===== config.mk =====
export PLATFORM = sky130hd
export DESIGN_NAME = pipe_if_stage
export DESIGN_NICKNAME = d
export VERILOG_FILES = /design/src/rtl/pipe_if_stage.sv
export SDC_FILE = /design/constraint.sdc
export NUM_CORES = 1
export LEC_CHECK = 0
export ABC_AREA = 1
export CAP_MARGIN = 20
export CORE_AREA = 8 8 120 144
export DETAILED_ROUTE_END_ITERATION = 7
export DIE_AREA = 0 0 128 152
export PLACE_DENSITY_LB_ADDON = 0.15
export SLEW_MARGIN = 30
export SYNTH_ARGS = -nofsm -noshare
export SYNTH_HDL_FRONTEND = slang
export SYNTH_SLANG_ARGS = --single-unit

===== constraint.sdc =====
create_clock -name clock -period 1.6 [get_ports clock]
set_input_delay 0.16 -clock clock [delete_from_list [all_inputs] [get_ports clock]]
set_output_delay 0.16 -clock clock [all_outputs]
set_load 0.02 [all_outputs]

===== src/rtl/pipe_if_stage.sv =====
// Instruction-fetch stage with IF/ID pipeline register for the 5-stage MIPS pipeline.
// Build option IF_FLUSH_EN: no delay slot; the fetched word is squashed when a redirect lands.
//
//   state | meaning
//   RUN   | no redirect buffered; pc advances on each accepted fetch
//   PEND  | redirect target held in pend_pc_q until the outstanding fetch completes
module pipe_if_stage #(
    parameter logic [31:0] RESET_PC = 32'h0000_0000,
    parameter logic [31:0] NOP_INST = 32'h0000_0000
) (
    input  logic        clock,
    input  logic        resetn,
    input  logic        nostall,
    input  logic [1:0]  pcsource,
    input  logic [31:0] bpc,
    input  logic [31:0] rpc,
    input  logic [31:0] jpc,
    output logic [31:0] imem_addr,
    input  logic [31:0] imem_rdata,
    input  logic        imem_ready,
    output logic [31:0] pc,
    output logic [31:0] dpc4,
    output logic [31:0] dinst,
    output logic        dvalid,
    output logic        redir_pend
);

    typedef enum logic {
        RUN  = 1'b0,
        PEND = 1'b1
    } state_t;

    state_t      state_q, state_d;
    logic [31:0] pc_q, pc_d;
    logic [31:0] pend_pc_q, pend_pc_d;
    logic [31:0] dinst_q, dinst_d;
    logic [31:0] dpc4_q, dpc4_d;
    logic        dvalid_q, dvalid_d;

    logic [31:0] pc4;
    logic [31:0] target_raw;
    logic [31:0] target;
    logic        redir_req;

    assign pc4       = pc_q + 32'd4;
    assign redir_req = nostall && (pcsource != 2'b00);

    always_comb begin
        target_raw = jpc;
        case (pcsource)
            2'b01:   target_raw = bpc;
            2'b10:   target_raw = rpc;
            default: target_raw = jpc;
        endcase
    end

    assign target = {target_raw[31:2], 2'b00};

    always_comb begin
        state_d   = state_q;
        pc_d      = pc_q;
        pend_pc_d = pend_pc_q;
        dinst_d   = dinst_q;
        dpc4_d    = dpc4_q;
        dvalid_d  = dvalid_q;

        // A stall freezes everything; decode will re-present any redirect.
        if (nostall) begin
            if (!imem_ready) begin
                dinst_d  = NOP_INST;
                dvalid_d = 1'b0;
                if (redir_req) begin
                    state_d   = PEND;
                    pend_pc_d = target;
                end
            end else begin
                dinst_d  = imem_rdata;
                dpc4_d   = pc4;
                dvalid_d = 1'b1;
                if (redir_req) begin
                    pc_d = target;
                end else if (state_q == PEND) begin
                    pc_d = pend_pc_q;
                end else begin
                    pc_d = pc4;
                end
`ifdef IF_FLUSH_EN
                if (redir_req || (state_q == PEND)) begin
                    dinst_d  = NOP_INST;
                    dpc4_d   = dpc4_q;
                    dvalid_d = 1'b0;
                end
`endif
                state_d = RUN;
            end
        end
    end

    always_ff @(posedge clock) begin
        if (!resetn) begin
            state_q   <= RUN;
            pc_q      <= {RESET_PC[31:2], 2'b00};
            pend_pc_q <= 32'h0000_0000;
            dinst_q   <= NOP_INST;
            dpc4_q    <= 32'h0000_0000;
            dvalid_q  <= 1'b0;
        end else begin
            state_q   <= state_d;
            pc_q      <= pc_d;
            pend_pc_q <= pend_pc_d;
            dinst_q   <= dinst_d;
            dpc4_q    <= dpc4_d;
            dvalid_q  <= dvalid_d;
        end
    end

    assign imem_addr  = pc_q;
    assign pc         = pc_q;
    assign dpc4       = dpc4_q;
    assign dinst      = dinst_q;
    assign dvalid     = dvalid_q;
    assign redir_pend = (state_q == PEND);

endmodule


* Yosys cells after proc, flatten, opt, wreduce, memory -nomap -nowiden *
Cells that the tools add are included.

cells by class
  add/subtract/negate cells = 1
  eq/ne operators = 2
  multiplexer cells = 7
  bitwise gates (word level) = 1
  reduce and logical (&&, ||, !) cells = 6

operator list
  cell                                            number
  two-way mux 32 bit                              3
  one-hot mux 32 bit (2 select lines)             1
  adder 32 x 3 -> 32 bit (second input constant)  1
  AND reduction 2 bit                             2
  nonzero test 2 bit                              2
  two-way mux 1 bit                               3
  AND reduction 3 bit                             1
  == test 2 x 1 -> 1 bit (second input constant)  1
  == test 2 bit (second input constant)           1
  logical AND 1 bit                               1
  NOT 1 bit                                       1

storage, ports and cells
  register bits after elaboration = 128
  input port bits = 134
  output and inout bits = 130

* Depth between registers and ports, before layout *
  depth in word-level cells = 4
  gate-level depth with buffers = 10
  mapped depth without buffers = 10

* Worst setup path before layout *
No wires, ideal clock.

  path type = register to register
  start point = reg pc_q[2], in the netlist imem_addr[2]
  end point = reg pc_q[22], in the netlist imem_addr[22]
  setup time = 0.122 ns
  arrival = 1.517 ns
  setup slack = -0.039 ns
  cell stages (with the launch flop) = 11
  cell sequence = dfxtp_1 ha_1 nand2_1 nor2_2 nand2_2 nor2_4 nand2_1 nand2_1 nand3_1 nand2_1 a21oi_2

on the way
  cells in the longest elaborated chain, start to end = 3

ends and longest elaborated chain
  what                    RTL line  text
  start, declared         34        logic [31:0] pc_q, pc_d;
  start signal, assigned  102       pc_q <= {RESET_PC[31:2], 2'b00};
  start signal, assigned  109       pc_q <= pc_d;
  adder 32 x 3 -> 32 bit  45        assign pc4 = pc_q + 32'd4;
  two-way mux 32 bit      82        end else if (state_q == PEND) begin
  two-way mux 32 bit      80        if (redir_req) begin

Every way passes these cells.
A chain may end at the register's enable or synchronous reset.

* Final worst setup path *
  start point = reg dpc4_q[19], in the netlist dpc4[19]
  end point = out dpc4[19]

RTL lines
  what                    RTL line  text
  start, declared         37        logic [31:0] dpc4_q, dpc4_d;
  start signal, assigned  112       dpc4_q <= dpc4_d;
  end, declared           22        output logic [31:0] dpc4,

No word-level cell between the ends.

==> results.py <==
metrics = {
    "sta": {
        "hold_violations": 0,
        "slew_violations": 0,
        "max_slew.worst_pin.slew_ns": 0.6192,
        "fin_crit_ns": 1.554,
        "rsz0062_at_grt": "yes",
        "setup_slack_ns": 0.04558,
        "timing.fmax_ghz": 0.6433,
        "final-setup-viol-count": 0,
        "skew_ns": 0.01008,
        "slew_headroom": 0.5867,
        "min_period_over_period": 0.9715,
    },
    "synthesis": {
        "yosysSeqAreaShare": 0.3835,
        "ys_top_cells_by_count": "162 x nand2_1, 161 x o21ai_0, 124 x dfxtp_1",
        "synth.largest_area_cell": "dfxtp_1",
        "netlist_area_um2": 6472,
        "ys_seq_elements": 124,
        "synth_area_leaders": "dfxtp_1 38%, o21ai_0 12%, nand2_1 9.4%, nand3_1 5.2%, a32o_1 5.1%",
        "synth_most_common_cell": "nand2_1",
        "synth_top_area_share": 0.3835,
        "yosys_most_used_dff": "dfxtp_1",
        "synth-edff-count": 0,
        "yosys_warnings": 0,
        "synthDistinctLibCells": 31,
        "syn_inst": 894,
        "avgSynthCellArea_um2": 7.240,
        "async_flop_share": 0,
    },
    "worst_setup_path": {
        "slowest_delay_ns": 0.64,
        "r2r_start": "imem_addr[2]$_SDFFE_PN0P_",
        "r2r_slack_ns": 0.06,
        "critPathKind": "reg2out",
        "worst_r2r_path_depth": 11,
        "cp-endpoint": "dpc4[19]",
        "cp_top_family": "buffers and inverters",
        "crit_cells": 1,
        "end_kind": "primary output",
        "crit_fanout": 2,
        "cpMaxStageDelayCell": "clkdlybuf4s50_1",
        "crit_path_start": "dpc4[19]$_SDFFE_PN0P_",
        "path_cells": "clkdlybuf4s50_1",
        "path_buf_inv": 1,
        "arrival_ns": 1.39,
        "worstPathRequired_ns": 1.44,
        "critPathLaunchType": "flip-flop",
        "r2r_end": "imem_addr[24]$_SDFFE_PN0P_",
    },
    "layout": {
        "syn2layout_area_growth_pct": 56.39,
        "fill_cells": 1315,
        "regArea_um2": 2500,
        "stdcell_count": 1362,
        "nets": 1283,
        "multi_input_area_um2": 3356,
        "antennaDiodeCount": 0,
        "drive_gt1_frac": 0.1598,
    },
    "routing": {
        "ant_nets": 0,
        "drt_iter0_markers": 574,
        "route.detailed.drc": 0,
        "vias": 6913,
        "dr.pass1.iters": 5,
        "routed_wl_um": 22110,
        "wl_per_cell_um": 16.23,
        "viasPerCell": 5.076,
    },
    "grt": {
        "grt_usage": 0.2161,
        "antenna_found_initial": 0,
        "grt-ovfl-total": 0,
        "grt_pass1_wl_um": 34240,
        "grt_pass1_vias": 6621,
        "grt_max_degree": 77,
    },
    "min_path": {
        "min_path_type": "in2reg",
    },
    "clocking": {
        "clk-insertion-delay-late_ns": 0.42,
        "clockRootBuffer": "clkbuf_16",
        "cts_buffer_depth": 2,
        "tritoncts": "yes",
        "clk_pin_slew_worst_paths_ns": 0.05,
        "htreeDepth": 4,
        "cts_num_sinks": 124,
        "numCtsBuffers": 17,
        "ctsHoldBuffers": 0,
    },
    "floorplanning": {
        "num_rows": 49,
        "ios": 264,
        "die_area_um2": 19460,
        "core_area_um2": 14840,
        "start_util": 0.4362,
        "die_x_um": 128,
        "die_h_um": 152,
    },
    "placement": {
        "portBuffers": 251,
        "place_ws_ns": -0.4198,
        "routabilityCongestion": 0.9212,
        "dp.cells": 1326,
        "dp_hpwl_um": 16360,
    },
    "pwr": {
        "powerDensity_nw_per_um2": 935.7,
        "power_mw": 9.471,
        "vdd_drop_max_uv": 747.9,
        "p_leak_nw": 4.360,
    },
    "outcome": {
        "status": "completed",
    },
    "run": {
        "drv_cap": 0,
    },
}
[sequential cells by signal (all words and copies together) (netlist names)]
name / count
dinst: 32
imem_addr: 30
pend_pc_q: 30
redir_pend: 1
dvalid: 1
dpc4: 30
[timing repair]
item,in CTS,in global routing
pin swaps,1,12
cloned,0,2
resized for setup,67,69
setup endpoints to repair,66,50
buffers inserted,0,2
[per-stage QoR]
stage	hold WS, ns	setup TNS, ns	util	instance area, um^2
after floorplan	0.2858	0	-	6494
after global placement	0.4440	-17.95	0.6280	9318
after detailed placement	0.4473	-20.95	0.6280	9318
after CTS	0.2779	0	0.6660	9881
after global routing	0.2815	-0.1365	0.6822	10120
final	0.2669	0	0.6822	10120
[cells by family (layout without fill, tap and decap cells)]
kind of cell             Yosys count  in the layout  share of synthesized area
other                              1              6                  0.0005794
XOR/XNOR                           9              9                    0.01218
AND/OR/NAND/NOR                  294            294                     0.2005
buffers and inverters            171            430                     0.1272
AO/OA/AOI/OAI                    291            291                     0.2683
flip-flops                       124            124                     0.3835
adder cells (fa/ha/maj)            4              4                   0.007733
[worst min-delay path by stage]
stage,start,to,slack (ns),cells past startpoint
2_1_floorplan,imem_rdata[0],dinst[0]$_SDFFE_PN0P_,0.29,1
3_3_place_gp,dpc4[11]$_SDFFE_PN0P_,dpc4[11]$_SDFFE_PN0P_,0.44,2
3_5_place_dp,dpc4[11]$_SDFFE_PN0P_,dpc4[11]$_SDFFE_PN0P_,0.45,2
4_1_cts,resetn,dpc4[24]$_SDFFE_PN0P_,0.28,4
5_1_grt,resetn,dpc4[24]$_SDFFE_PN0P_,0.28,4
6_report,resetn,dpc4[16]$_SDFFE_PN0P_,0.27,4
[cells in the final DEF, fill, tap and decap left out, drive strengths merged]
cell and count:
nand3 68, a22o 11, o211ai 1, clkbuf 20
dfxtp 124, clkinvlp 4, ha 4, nor2 49
a21oi 54, or2 9, clkinv 3, a31oi 21
clkdlybuf4s50 187, nand3b 1, bufinv 4, xnor2 4
a32o 33, dlymetal6s2s 1, conb 6, o21ai 162
inv 77, and2 1, xor2 5, o21bai 9
nand2 166, buf 72, dlygate4sd2 62
[power breakdown]
group	switching (mW)	internal [mW]
Combinational	1.03	0.946
Sequential	0.142	3.27
Clock	1.42	2.66
Total	2.59	6.88
[per-layer routing]
layer,global-route usage,up-vias,share of wire
li1,-,3517,-
met3,0.05532,28,0.080
met2,0.3370,274,0.45
met5,0,-,0
met1,0.2845,3094,0.45
met4,0.06754,0,0.015
[layout make-up]
| class | instances | area share |
|---|---|---|
| multi-input cells | 604 | 0.3315 |
| repair buffers | 323 | 0.3059 |
| flip-flops and latches | 124 | 0.2470 |
| clock buffers | 19 | 0.04376 |
| inverters | 75 | 0.02781 |
| well taps | 204 | 0.02522 |
| clock inverters | 13 | 0.01879 |
(Power assumes the default switching activity.)
==> patch (config.mk and constraints unchanged) <==
Put a register stage on the output `redir_pend`, cleared by the reset. The value now appears one clock later. The other outputs are not delayed to match.
--- a/src/rtl/pipe_if_stage.sv
+++ b/src/rtl/pipe_if_stage.sv
@@ -120,5 +120,11 @@
     assign dinst      = dinst_q;
     assign dvalid     = dvalid_q;
-    assign redir_pend = (state_q == PEND);
+    always_ff @(posedge clock) begin
+        if (!resetn) begin
+            redir_pend <= '0;
+        end else begin
+            redir_pend <= (state_q == PEND);
+        end
+    end
 
 endmodule
Function: changed (Yosys sat finds a counterexample within 4 cycles, from zero or initial values and one cycle with resetn low).
==> patch against the original RTL <==
Combinational power is 4% higher; design area increased by 1.3%; worst setup slack lost 27 ps; critical endpoint is now dpc4[30]; register-to-register slack lost 20 ps; clock skew hardly changed; total power is 4.7% lower; first-iteration DRC count up 0.70%; non-clock buffer count up 15; cell count rose by 1.2%; utilization increased by 0.86 points; routed wire length grew 3.5%; synthesized area is 1.7% higher; sequential cell count increased by 1.
==> patch: results (changes against the original RTL) <==
Power
  • Comb group: 2060 µW (+4%)
  • Clock share of power: 0.392 (-0.039)
  • Worst vdd ir: 0.781 mV (+4.4%)
  • Switching pwr: 2600 µW (+0.33%)
  • Combinational Power Share: 0.228 (+0.019)
  • LEAKAGE: 0.00448 µW (+2.8%)

Global routing
  • Vias in the first global route: 6861 (+3.6%)
  • GRT Total Usage: 0.226 (+0.00955)
  • Met3 Use GR: 0.0511 (-0.00420)
  • Largest net degree at the start of global routing: 109 (+42%)
  • Met2 Track Usage GR: 0.361 (+0.0237)
  • Routing usage on met1: 0.291 (+0.00640)
  • First-pass GRT wire length: 35800 µm (+4.4%)

Timing
  • Final setup skew: 9.91 ps (-0.171 ps)
  • Actual slew at the worst max-slew pin: 698 ps (+78.9 ps)
  • Post-layout minimum cycle time: 1580 ps (+27.3 ps)

Cells and area
  • Multi-input gates: 605 (+0.17%)
  • Layout cells sized above 1: 0.177 (+0.0174)
  • Seq Cell Count: 125 (+0.81%)
  • Cell Count, Final, Fillers Out: 1378 (+1.2%)
  • Fill count: 1296 (-1.4%)
  • Final Util: 0.691 (+0.00860)
  • Fraction of area in multi-input gates: 0.334 (+0.00246)
  • Buffers, non-clock: 338 (+4.6%)
  • Data buffer area share: 0.314 (+0.00840)
  • ClkCell Share: 0.0529 (-0.00969)
  • Seq/total area: 0.246 (-0.000512)

Drt
  • Drt pass-1 iters: 6 (+1)
  • DRT iter0 DRCs: 578 (+0.70%)
  • Met2 Routed Length: 10500 µm (+4.8%)
  • Vias: 7191 (+4.0%)
  • Met1 WL: 10100 µm (+1.5%)
  • WL met3: 1790 µm (+1.1%)
  • Drt wl/cell: 16.6 µm (+2.3%)

Synth
  • Sequential area share after synthesis: 0.380 (-0.00352)
  • Synth Flop Type: dfxtp_1
  • Synth top area cells: dfxtp_1 (38%), o21ai_0 (9.8%), nand2_1 (8.9%)
  • Distinct cells, synth: 34 (+9.7%)
  • Post-synthesis adder-cell area fraction: 0.00760 (-0.000132)
  • Post-synthesis compound-gate area fraction: 0.266 (-0.00193)
  • Syn Area/Cell: 7.35 µm² (+1.5%)
  • Xor and xnor area share after synthesis: 0.0120 (-0.000208)
  • Post-synth top cells: nand2_1 (157), o21ai_0 (129), dfxtp_1 (125)
  • Yosys warns: 0 (unchanged)

Critical path
  • R2R Path End: imem_addr[16]
  • R2R Setup Slk: 40 ps (-20 ps)
  • Worst setup path end: dpc4[30]
  • Critical Path Source: dpc4[30]
  • CP arrival: 1420 ps (+30 ps)
  • R2R cell count: 9 (-2)

Clocking
  • Clk slew on worst S/H paths: ~60 ps

Place
  • Area after DPL: 0.00958 mm² (+2.8%)
  • Placer congestion estimate: 0.899 (-2.4%)
  • Detailed Place HPWL: 17200 µm (+5.0%)
  • Place WS: -479 ps (-59.5 ps)
  • DP Cell Count: 1344 (+1.4%)

Status
  • Status: completed
[patch: timing repair]
action	CTS	global route
hold buffers	0	0
cloned	0	0
buffers inserted	0	3
gates resized for setup	69	87
pin swaps	0	19
setup endpoints to repair	71	51
[patch: worst min-delay path by stage]
stage              endpoint  slack [ps]  cells after the start
3_5_place_dp        dpc4[2]         450                      2
6_report       imem_addr[4]         240                      5
2_1_floorplan      dinst[0]         290                      1
5_1_grt        imem_addr[4]         280                      5
4_1_cts        imem_addr[4]         230                      5
3_3_place_gp       dpc4[11]         440                      2
[patch: worst reg2reg max path: stages, from the launching register on]
cell and delay (ps):
dfxtp_4 360, ha_4 150, buf_4 120, nand3_4 90, nor2_4 170, nand3_2 100, or2_1 270, nand3_2 70
nand2_1 60, a21oi_2 110
[patch: kinds of logic (layout without fill, tap and decap cells)]
group                      count (synthesis)  in the layout
adders and majority gates                  4              4
AOI/OAI and AO/OA                        293            293
xor gates and xnor gates                   9              9
and+or+nand+nor                          293            293
DFF                                      125            125
buffers and inverters                    171            444
other                                      1              6
